[src/rtl/cp0_except_ctrl_pkg.sv]
// CP0 shared definitions: register numbers, excepttype codes, ExcCode values
// and Status/Cause field positions.
package cp0_except_ctrl_pkg;

    // MFC0/MTC0 register numbers
    localparam logic [4:0] REG_BADVADDR = 5'd8;
    localparam logic [4:0] REG_COUNT    = 5'd9;
    localparam logic [4:0] REG_COMPARE  = 5'd11;
    localparam logic [4:0] REG_STATUS   = 5'd12;
    localparam logic [4:0] REG_CAUSE    = 5'd13;
    localparam logic [4:0] REG_EPC      = 5'd14;

    // Encoded excepttype bus codes (1..8 are IP0..IP7)
    localparam logic [3:0] ET_NONE    = 4'h0;
    localparam logic [3:0] ET_INT0    = 4'h1;
    localparam logic [3:0] ET_INT7    = 4'h8;
    localparam logic [3:0] ET_SYSCALL = 4'h9;
    localparam logic [3:0] ET_RI      = 4'ha;
    localparam logic [3:0] ET_OV      = 4'hb;
    localparam logic [3:0] ET_ADEL    = 4'hc;
    localparam logic [3:0] ET_ERET    = 4'hd;

    // Cause.ExcCode values
    localparam logic [4:0] EXCCODE_INT  = 5'd0;
    localparam logic [4:0] EXCCODE_ADEL = 5'd4;
    localparam logic [4:0] EXCCODE_SYS  = 5'd8;
    localparam logic [4:0] EXCCODE_RI   = 5'd10;
    localparam logic [4:0] EXCCODE_OV   = 5'd12;

    // Status fields
    localparam int STATUS_IE    = 0;
    localparam int STATUS_EXL   = 1;
    localparam int STATUS_IM_LO = 8;
    localparam int STATUS_IM_HI = 15;

    // Cause fields
    localparam int CAUSE_EXC_LO = 2;
    localparam int CAUSE_EXC_HI = 6;
    localparam int CAUSE_IP_LO  = 8;
    localparam int CAUSE_IP_HI  = 15;
    localparam int CAUSE_BD     = 31;

    // Map an exception code (1..0xc) to its Cause.ExcCode value
    function automatic logic [4:0] map_exccode(input logic [3:0] code);
        logic [4:0] exc;
        exc = EXCCODE_INT;
        case (code)
            ET_SYSCALL: exc = EXCCODE_SYS;
            ET_RI:      exc = EXCCODE_RI;
            ET_OV:      exc = EXCCODE_OV;
            ET_ADEL:    exc = EXCCODE_ADEL;
            default:    exc = EXCCODE_INT;
        endcase
        return exc;
    endfunction

endpackage

[src/rtl/cp0_except_ctrl_if.sv]
// Exception bus between the MEM-stage encoder (master) and CP0 (slave).
interface cp0_except_ctrl_if;
    logic [31:0] excepttype_i;
    logic [31:0] pc_i;
    logic        in_delayslot_i;
    logic [31:0] bad_vaddr_i;
    logic        flush_o;
    logic [31:0] new_pc_o;

    modport master (
        output excepttype_i, pc_i, in_delayslot_i, bad_vaddr_i,
        input  flush_o, new_pc_o
    );

    modport slave (
        input  excepttype_i, pc_i, in_delayslot_i, bad_vaddr_i,
        output flush_o, new_pc_o
    );
endinterface

[src/rtl/cp0_except_ctrl_timer.sv]
// CP0 Count/Compare timer with sticky Count==Compare interrupt.
module cp0_except_ctrl_timer (
    input  logic        clk,
    input  logic        rst,
    input  logic        count_we,
    input  logic        compare_we,
    input  logic [31:0] wdata,
    output logic [31:0] count,
    output logic [31:0] compare,
    output logic        timer_int
);

    // Free-running counter; an MTC0 Count write overrides the increment
    always_ff @(posedge clk) begin
        if (rst) begin
            count <= '0;
        end else if (count_we) begin
            count <= wdata;
        end else begin
            count <= count + 32'd1;
        end
    end

    // Compare register and sticky match flag; writing Compare clears it with priority
    always_ff @(posedge clk) begin
        if (rst) begin
            compare   <= '0;
            timer_int <= 1'b0;
        end else if (compare_we) begin
            compare   <= wdata;
            timer_int <= 1'b0;
        end else if (count == compare && compare != '0) begin
            timer_int <= 1'b1;
        end
    end

endmodule

[src/rtl/cp0_except_ctrl.sv]
// CP0 exception controller: owns Status/Cause/EPC/BadVAddr, commits exceptions
// and ERET, redirects the pipeline and serves MTC0/MFC0.
module cp0_except_ctrl
    import cp0_except_ctrl_pkg::*;
#(
    parameter logic [31:0] EXC_VECTOR = 32'h0000_0020,
    parameter int unsigned TIMER_IP   = 7
) (
    input  logic                     clk,
    input  logic                     rst,
    cp0_except_ctrl_if.slave         exc,
    input  logic [5:0]               hw_int_i,
    input  logic                     we_i,
    input  logic [4:0]               waddr_i,
    input  logic [31:0]              wdata_i,
    input  logic [4:0]               raddr_i,
    output logic [31:0]              rdata_o,
    output logic [31:0]              status_o,
    output logic [31:0]              cause_o,
    output logic [31:0]              epc_o,
    output logic                     timer_int_o
);

    localparam logic [2:0] TIMER_BIT = TIMER_IP[2:0];

    logic [31:0] status_q, cause_q, epc_q, badvaddr_q;
    logic [31:0] count, compare, epc_target;
    logic [3:0]  code;
    logic [7:0]  ip_next;
    logic        is_exc, is_eret, epc_wr, ctrl_we, unused_hi;

    assign code      = exc.excepttype_i[3:0];
    assign unused_hi = |exc.excepttype_i[31:4];

    // Decode the code, gate MTC0 against a same-cycle exception/ERET, build the redirect
    always_comb begin
        is_exc       = (code >= ET_INT0) && (code <= ET_ADEL);
        is_eret      = (code == ET_ERET);
        epc_wr       = we_i && (waddr_i == REG_EPC);
        ctrl_we      = we_i && !is_exc && !is_eret;
        epc_target   = exc.in_delayslot_i ? exc.pc_i - 32'd4 : exc.pc_i;
        exc.flush_o  = is_exc || is_eret;
        exc.new_pc_o = '0;
        if (is_exc) begin
            exc.new_pc_o = EXC_VECTOR;
        end else if (is_eret) begin
            exc.new_pc_o = epc_wr ? wdata_i : epc_q;
        end
    end

    // Next Cause.IP: hardware lines, software bits (MTC0), timer ORed in
    always_comb begin
        ip_next = {hw_int_i, cause_q[CAUSE_IP_LO+1:CAUSE_IP_LO]};
        if (ctrl_we && waddr_i == REG_CAUSE) begin
            ip_next[1:0] = wdata_i[CAUSE_IP_LO+1:CAUSE_IP_LO];
        end
        if (timer_int_o) begin
            ip_next[TIMER_BIT] = 1'b1;
        end
    end

    // CP0 state: exception commit beats ERET beats MTC0; ERET still lets an EPC write through
    always_ff @(posedge clk) begin
        if (rst) begin
            status_q   <= '0;
            cause_q    <= '0;
            epc_q      <= '0;
            badvaddr_q <= '0;
        end else begin
            cause_q[CAUSE_IP_HI:CAUSE_IP_LO] <= ip_next;
            if (is_exc) begin
                status_q[STATUS_EXL]               <= 1'b1;
                cause_q[CAUSE_EXC_HI:CAUSE_EXC_LO] <= map_exccode(code);
                if (!status_q[STATUS_EXL]) begin
                    epc_q             <= epc_target;
                    cause_q[CAUSE_BD] <= exc.in_delayslot_i;
                end
                if (code == ET_ADEL) begin
                    badvaddr_q <= exc.bad_vaddr_i;
                end
            end else if (is_eret) begin
                status_q[STATUS_EXL] <= 1'b0;
                if (epc_wr) begin
                    epc_q <= wdata_i;
                end
            end else if (we_i) begin
                case (waddr_i)
                    REG_STATUS: begin
                        status_q[STATUS_IM_HI:STATUS_IM_LO] <= wdata_i[STATUS_IM_HI:STATUS_IM_LO];
                        status_q[STATUS_EXL]                <= wdata_i[STATUS_EXL];
                        status_q[STATUS_IE]                 <= wdata_i[STATUS_IE];
                    end
                    REG_EPC: epc_q <= wdata_i;
                    default: ;
                endcase
            end
        end
    end

    cp0_except_ctrl_timer u_timer (
        .clk        (clk),
        .rst        (rst),
        .count_we   (ctrl_we && waddr_i == REG_COUNT),
        .compare_we (ctrl_we && waddr_i == REG_COMPARE),
        .wdata      (wdata_i),
        .count      (count),
        .compare    (compare),
        .timer_int  (timer_int_o)
    );

    // MFC0 read mux of registered values
    always_comb begin
        rdata_o = '0;
        case (raddr_i)
            REG_BADVADDR: rdata_o = badvaddr_q;
            REG_COUNT:    rdata_o = count;
            REG_COMPARE:  rdata_o = compare;
            REG_STATUS:   rdata_o = status_q;
            REG_CAUSE:    rdata_o = cause_q;
            REG_EPC:      rdata_o = epc_q;
            default:      rdata_o = '0;
        endcase
    end

    assign status_o = status_q;
    assign cause_o  = cause_q;
    assign epc_o    = epc_q;

endmodule

[src/flat_wrapper.sv]
// flat-port wrapper written by rule: the top's interface ports become plain ports
module cp0_except_ctrl_flat import cp0_except_ctrl_pkg::*;
#(
    parameter logic [31:0] EXC_VECTOR = 32'h0000_0020,
    parameter int unsigned TIMER_IP   = 7
)
  (clk, rst, hw_int_i, we_i, waddr_i, wdata_i, raddr_i, rdata_o, status_o, cause_o, epc_o, timer_int_o, exc_excepttype_i, exc_pc_i, exc_in_delayslot_i, exc_bad_vaddr_i, exc_flush_o, exc_new_pc_o);
  cp0_except_ctrl_if exc_i ();
  input  logic clk;
  input  logic rst;
  input  logic [5:0] hw_int_i;
  input  logic we_i;
  input  logic [4:0] waddr_i;
  input  logic [31:0] wdata_i;
  input  logic [4:0] raddr_i;
  output logic [31:0] rdata_o;
  output logic [31:0] status_o;
  output logic [31:0] cause_o;
  output logic [31:0] epc_o;
  output logic timer_int_o;
  input wire logic [$bits(exc_i.excepttype_i)-1:0] exc_excepttype_i;
  input wire logic [$bits(exc_i.pc_i)-1:0] exc_pc_i;
  input wire logic [$bits(exc_i.in_delayslot_i)-1:0] exc_in_delayslot_i;
  input wire logic [$bits(exc_i.bad_vaddr_i)-1:0] exc_bad_vaddr_i;
  output wire logic [$bits(exc_i.flush_o)-1:0] exc_flush_o;
  output wire logic [$bits(exc_i.new_pc_o)-1:0] exc_new_pc_o;
  assign exc_i.excepttype_i = exc_excepttype_i;
  assign exc_i.pc_i = exc_pc_i;
  assign exc_i.in_delayslot_i = exc_in_delayslot_i;
  assign exc_i.bad_vaddr_i = exc_bad_vaddr_i;
  assign exc_flush_o = exc_i.flush_o;
  assign exc_new_pc_o = exc_i.new_pc_o;
  cp0_except_ctrl #(.EXC_VECTOR(EXC_VECTOR), .TIMER_IP(TIMER_IP)) u_core (.clk(clk), .rst(rst), .exc(exc_i), .hw_int_i(hw_int_i), .we_i(we_i), .waddr_i(waddr_i), .wdata_i(wdata_i), .raddr_i(raddr_i), .rdata_o(rdata_o), .status_o(status_o), .cause_o(cause_o), .epc_o(epc_o), .timer_int_o(timer_int_o));
endmodule
[config.mk]
export PLATFORM = sky130hd
export DESIGN_NAME = cp0_except_ctrl_flat
export DESIGN_NICKNAME = d
export VERILOG_FILES = /design/src/rtl/cp0_except_ctrl_pkg.sv /design/src/rtl/cp0_except_ctrl_if.sv /design/src/rtl/cp0_except_ctrl_timer.sv /design/src/rtl/cp0_except_ctrl.sv /design/src/flat_wrapper.sv
export SDC_FILE = /design/constraint.sdc
export NUM_CORES = 1
export LEC_CHECK = 0
export BUFFER_PORTS_ARGS = -buffer_cell sky130_fd_sc_hd__buf_4
export CAP_MARGIN = 0
export CORE_MARGIN = 4
export CORE_UTILIZATION = 50
export CTS_BUF_LIST = sky130_fd_sc_hd__clkbuf_8 sky130_fd_sc_hd__clkbuf_16
export CTS_CLUSTER_SIZE = 20
export DETAILED_ROUTE_END_ITERATION = 16
export PLACE_DENSITY = 0.81
export SYNTH_ARGS = -nofsm -noshare
export SYNTH_HDL_FRONTEND = slang
export SYNTH_SLANG_ARGS = --single-unit
[constraint.sdc]
create_clock -name clk -period 5 [get_ports clk]
set_input_delay 0.25 -clock clk [delete_from_list [all_inputs] [get_ports clk]]
set_output_delay 0.25 -clock clk [all_outputs]
set_load 0.02 [all_outputs]
### Word-level counts from Yosys, hierarchy flattened

Index checks and enable logic that the tools add are counted.

* $add $sub $neg: 2
* $lt $le $gt $ge: 2
* equal/unequal tests: 18
* mux-type cells: 17
* bitwise logic cells: 3
* reduce and logical (&&, ||, !) cells: 21

Operators by type and width (count)
* $mux 32: 10
* $pmux 32 s6: 1
* $eq 5x4->1 const B: 11
* $add 32x1->32 const B: 1
* $eq 32x32->1: 1
* $reduce_bool 32->1: 1
* $sub 32x3->32 const B: 1
* $eq 4x4->1 const B: 5
* $pmux 4 s4: 1
* $reduce_bool 3->1: 3
* $logic_and 1x1->1: 8
* $reduce_and 2->1: 3
* $ge 4x1->1 const B: 1
* $le 4x4->1 const B: 1
* $mux 2: 2
* $reduce_and 4->1: 1
* $mux 1: 3
* $not 1->1: 3
* $reduce_and 3->1: 1
* $logic_not 1->1: 2
* $ne 2x2->1 const B: 1
* $reduce_or 2->1: 1
* $logic_or 1x1->1: 1

* register bits after elaboration: 153

### Logic depth before layout (Yosys ltp)

* depth after elaboration: 7
* gate-level depth with buffers: 9

### Hierarchy

A second synthesis with hierarchy kept.

* cell total of the unflattened synthesis: 1210
* area total of the unflattened synthesis: 9341.5 µm²

By module, submodules not included
* cp0_except_ctrl: instances 1, cells each 849, area an instance 6048.3 µm², sequential area each 1721.7 µm²
* cp0_except_ctrl_timer: instances 1, cells each 361, area an instance 3293.2 µm², sequential area each 1301.2 µm²

### Least setup slack after synthesis

No wires, ideal clock.

* path kind: input port to flip-flop
* start point: in exc_excepttype_i[0]
* end point: reg u_core.u_timer.compare[3]
* library setup time: 0.128 ns
* arrival: 2.051 ns
* data required time: 4.872 ns
* setup slack: 2.821 ns
* stages on the path: 9
* cells stage by stage: buf_2 > or4_1 > buf_2 > a21boi_2 > and4_1 > buf_2 > buf_4 > mux2i_1 > nor2_1

* longest elaborated chain between the ends: 6

RTL lines
* from (decl): line flat_wrapper.sv:21 `input wire logic [$bits(exc_i.excepttype_i)-1:0] exc_excepttype_i;`
* $ge 4x1->1 or $le 4x4->1 (tied branches): line cp0_except_ctrl.sv:37 `is_exc = (code >= ET_INT0) && (code <= ET_ADEL);`
* $logic_and 1x1->1: line cp0_except_ctrl.sv:37
* $logic_not 1->1: line cp0_except_ctrl.sv:40 `ctrl_we = we_i && !is_exc && !is_eret;`
* $logic_and 1x1->1: line cp0_except_ctrl.sv:40
* $logic_and 1x1->1 *: line cp0_except_ctrl.sv:40
* $logic_and 1x1->1 *: line cp0_except_ctrl.sv:104 `.compare_we (ctrl_we && waddr_i == REG_COMPARE),`
* to (signal assigned): line cp0_except_ctrl_timer.sv:30 `compare <= wdata;`
* to (decl): line cp0_except_ctrl_timer.sv:9 `output logic [31:0] compare,`

Every way passes the cells marked *; elsewhere a longest branch is shown, timed or not.
A chain may end at the register's enable or synchronous reset.

### Worst setup path in the final report

* start point: in exc_excepttype_i[0]
* end point: reg u_core.epc_q[5] (netlist: u_core.epc_o[5])

* longest elaborated chain between the ends: 4

RTL lines
* $ge 4x1->1 or $le 4x4->1 (tied branches): line cp0_except_ctrl.sv:37
* $logic_and 1x1->1: line cp0_except_ctrl.sv:37
* $ne 2x2->1 (no source line) or $reduce_bool 3->1 (tied branches)
* $reduce_and 3->1 (no source line)
* to (signal assigned): line cp0_except_ctrl.sv:75 `epc_q <= epc_target;`
* to (signal assigned): line cp0_except_ctrl.sv:84 `epc_q <= wdata_i;`
* to (signal assigned): line cp0_except_ctrl.sv:93 `REG_EPC: epc_q <= wdata_i;`
* to (decl): line cp0_except_ctrl.sv:26 `logic [31:0] status_q, cause_q, epc_q, badvaddr_q;`

Several ways; a longest one is shown, not always the timed one.

==> impl_metrics.py <==
metrics = {
    "outcome": {
        "status": "finished, final reports clean",
    },
    "place": {
        "io_buffer_count": 239,
        "hpwlAfterDp_um": 24500,
        "pre_cts_slack_ns": 1.89,
        "placed_area_um2": 10700,
        "gp_congestion": 0.976,
    },
    "clocking": {
        "cts-root-buf": "clkbuf_16",
        "cts_tree": "built",
        "cts_buffers": 17,
        "cts_resized": 0,
        "htreeDepth": 4,
        "cts.path.max_buffers": 2,
        "clkSinkCount": 151,
        "ctsHoldBuffers": 0,
        "postCtsSetupBuffers": 0,
        "cts.clk_slew.worst_paths_ns": 0.06,
        "clk_latency_ns": 0.43,
    },
    "power": {
        "ir_drop_mv": 0.285,
        "p_per_area_nw_per_um2": 285,
        "p_leak_uw": 0.00439,
        "finalPower_uw": 3240,
    },
    "worst_setup_path": {
        "worst-endpoint-required_ns": 5.34,
        "timing.rr.end": "u_core.u_timer.count[27]",
        "r2r_cells": 5,
        "endpoint_kind": "flop",
        "crit_type": "input pin to flop",
        "worstPathMaxFanout": 41,
        "r2r_start": "u_core.u_timer.count[15]",
        "crit_path_start_kind": "input pin",
        "critPathArrivalTime_ns": 3.08,
        "rrSetupSlack_ns": 2.70,
    },
    "detailed_routing": {
        "vias_per_cell": 6.29,
        "drt-total-wl_um": 33800,
        "dr.pass1.iters": 8,
        "vias": 9849,
        "ant_nets": 0,
        "drc": 0,
        "wire_per_inst_um": 21.6,
        "drtIter0Drc": 1445,
    },
    "final_layout": {
        "drive_gt1_share_pct": 22.7,
        "final_nets": 1480,
        "multi_input_area_um2": 5490,
        "diodes": 0,
        "final-seq-area_um2": 3020,
        "synthToLayoutAreaGrowth_pct": 25.7,
        "nFillCells": 1519,
        "final_cell_area_um2": 11400,
    },
    "die": {
        "rows": 48,
        "die_h_um": 142,
        "core_region_area_um2": 17500,
        "top_level_ports": 310,
        "dieArea_um2": 20300,
        "initial_core_util_pct": 51.7,
        "die_x_um": 142,
    },
    "yosys": {
        "synth.avg_cell_area_um2": 7.84,
        "ys_warn_count": 0,
        "async_flop_share_pct": 0,
        "syn_area_um2": 9030,
        "synth_edf_count": 0,
        "synth_cell_types": 59,
        "synth_top_flop_cell": "dfxtp_1",
        "synthCells": 1152,
        "ys_seq_elements": 151,
        "yosysSeqAreaShare_pct": 33.5,
    },
    "job": {
        "maxCapViolations": 0,
    },
    "timing": {
        "max_freq_ghz": 0.366,
        "setup_violations": 0,
        "finalCriticalPeriod_ns": 2.73,
        "tightest_slew_ns": 1.25,
        "final.period_utilization_pct": 54.6,
        "final_max_slew_viol_count": 0,
        "hold_violations": 0,
        "finalClockSkew_ns": 0.00621,
        "rsz0062_at_grt": "false",
        "slew_headroom_pct": 16.6,
        "worst_slack_ns": 2.27,
        "tns_ns": 0,
    },
    "hold_path": {
        "min_delay_path_depth": 2,
        "hold_path.class": "input pin to flop",
        "min_to": "u_core.cause_o[10]",
        "hold_start": "hw_int_i[0]",
    },
    "global_route": {
        "grt_pass1_wl_um": 50900,
        "grt_max_degree": 95,
        "track_usage_pct": 31.9,
        "antenna_found_initial": 0,
        "overflow": 0,
        "grt_pass1_vias": 8986,
    },
}
[through the flow]
| stage | hold slack [ns] | util [%] | instances |
|---|---|---|---|
| finish | 0.0340 | 65.0 | 1566 |
| detailed placement | 0.451 | 61.3 | 1536 |
| floorplan | 0.366 | - | 1193 |
| global placement | 0.443 | 61.3 | 1536 |
| global route | 0.0371 | 65.0 | 1566 |
| CTS | 0.0264 | 65.0 | 1566 |
[worst max path at each step]
stage / startpoint / endpoint / slack [ns]
2_1_floorplan: exc_excepttype_i[0] / u_core.u_timer.compare[3] / 2.82
3_3_place_gp: exc_excepttype_i[0] / u_core.epc_o[5] / 1.97
3_5_place_dp: exc_excepttype_i[0] / u_core.epc_o[5] / 1.89
4_1_cts: exc_excepttype_i[0] / u_core.epc_o[5] / 2.33
5_1_grt: exc_excepttype_i[0] / u_core.epc_o[6] / 2.09
6_report: exc_excepttype_i[0] / u_core.epc_o[5] / 2.27
[Yosys cell counts (17+ instances only)]
cell type,instances,area share [%]
o21ai_0,50,2.8
dfxtp_1,151,33
xnor2_1,46,4.5
a311oi_1,17,1.6
buf_4,45,3.7
nand2_1,118,4.9
nor4_1,28,1.9
clkbuf_1,77,3.2
a21oi_1,84,4.7
a22oi_1,68,5.7
nor3_1,17,0.94
nor2_1,128,5.3
nand3_1,46,2.5
mux2i_1,48,5.3
a211oi_1,45,3.7
nand4_1,22,1.5
xor2_1,25,2.4
[metal layers]
metal,vias to the layer above,GRT usage [%],share of wire (%)
met5,-,0,0
met4,0,11.6,3.1
met3,71,8.03,12
met2,617,49.1,45
met1,4681,43.5,41
li1,4480,-,-
[area by class of cell]
class,count,share of cell area [%]
multi-input combinational,903,48.4
sequential,151,26.6
timing repair buffer,253,16.7
clock buffer,20,4.11
tap,225,2.48
clock inverter,10,1.55
inverter,4,0.132
[cells by family (layout without fill, tap and decap cells)]
kind of cell / Yosys count / in the layout / share of synthesized area (%)
XOR/XNOR: 71 / 71 / 6.89
other: 1 / 42 / 0.0415
AO/OA/AOI/OAI: 310 / 310 / 22.9
adder cells (fa/ha/maj): 2 / 2 / 0.277
buffers and inverters: 139 / 287 / 7.84
AND/OR/NAND/NOR: 428 / 428 / 22.9
multiplexers: 50 / 50 / 5.57
flip-flops: 151 / 151 / 33.5
[cell usage in the layout, fill, tap and decap left out, types with 7 or more instances in the layout]
cell type / netlist / layout
nand4_1: 22 / 22
nor3_1: 17 / 14
and2_1: 8 / 8
o21ai_0: 50 / 50
or4_1: 8 / 8
nand2_1: 118 / 118
a221oi_1: 11 / 11
xnor2_1: 46 / 46
clkbuf_16: 0 / 17
conb_1: 1 / 42
a311oi_1: 17 / 17
nor4_1: 28 / 28
dfxtp_1: 151 / 151
a21oi_1: 84 / 84
and3_1: 11 / 11
a22oi_1: 68 / 68
nand3_1: 46 / 46
buf_4: 45 / 253
or3_1: 7 / 7
a211oi_1: 45 / 45
mux2i_1: 48 / 48
xor2_1: 25 / 25
o31a_1: 10 / 10
nor2_1: 128 / 127
[report_power, final]
group,internal [uW],leakage [uW],switching (uW)
sequential,1250,0.00123,63.9
clock,915,0.000319,508
combinational,196,0.00284,307
total,2360,0.00439,879
[flip-flops by register name, summed over array words and instances (netlist names)]
signal and flops:
u_core.u_timer.compare 32, u_core.badvaddr_q 32, u_core.status_o 10, u_core.u_timer.count 32, u_core.u_timer.timer_int 1, u_core.epc_o 32
u_core.cause_o 12
[critical path, cell delays in order]
cell,delay (ns)
buf_4,0.15
o211ai_1,0.55
nand2_1,0.45
a31oi_4,0.97
buf_4,0.38
o211ai_1,0.14
a21oi_1,0.19
(Power assumes the default switching activity.)
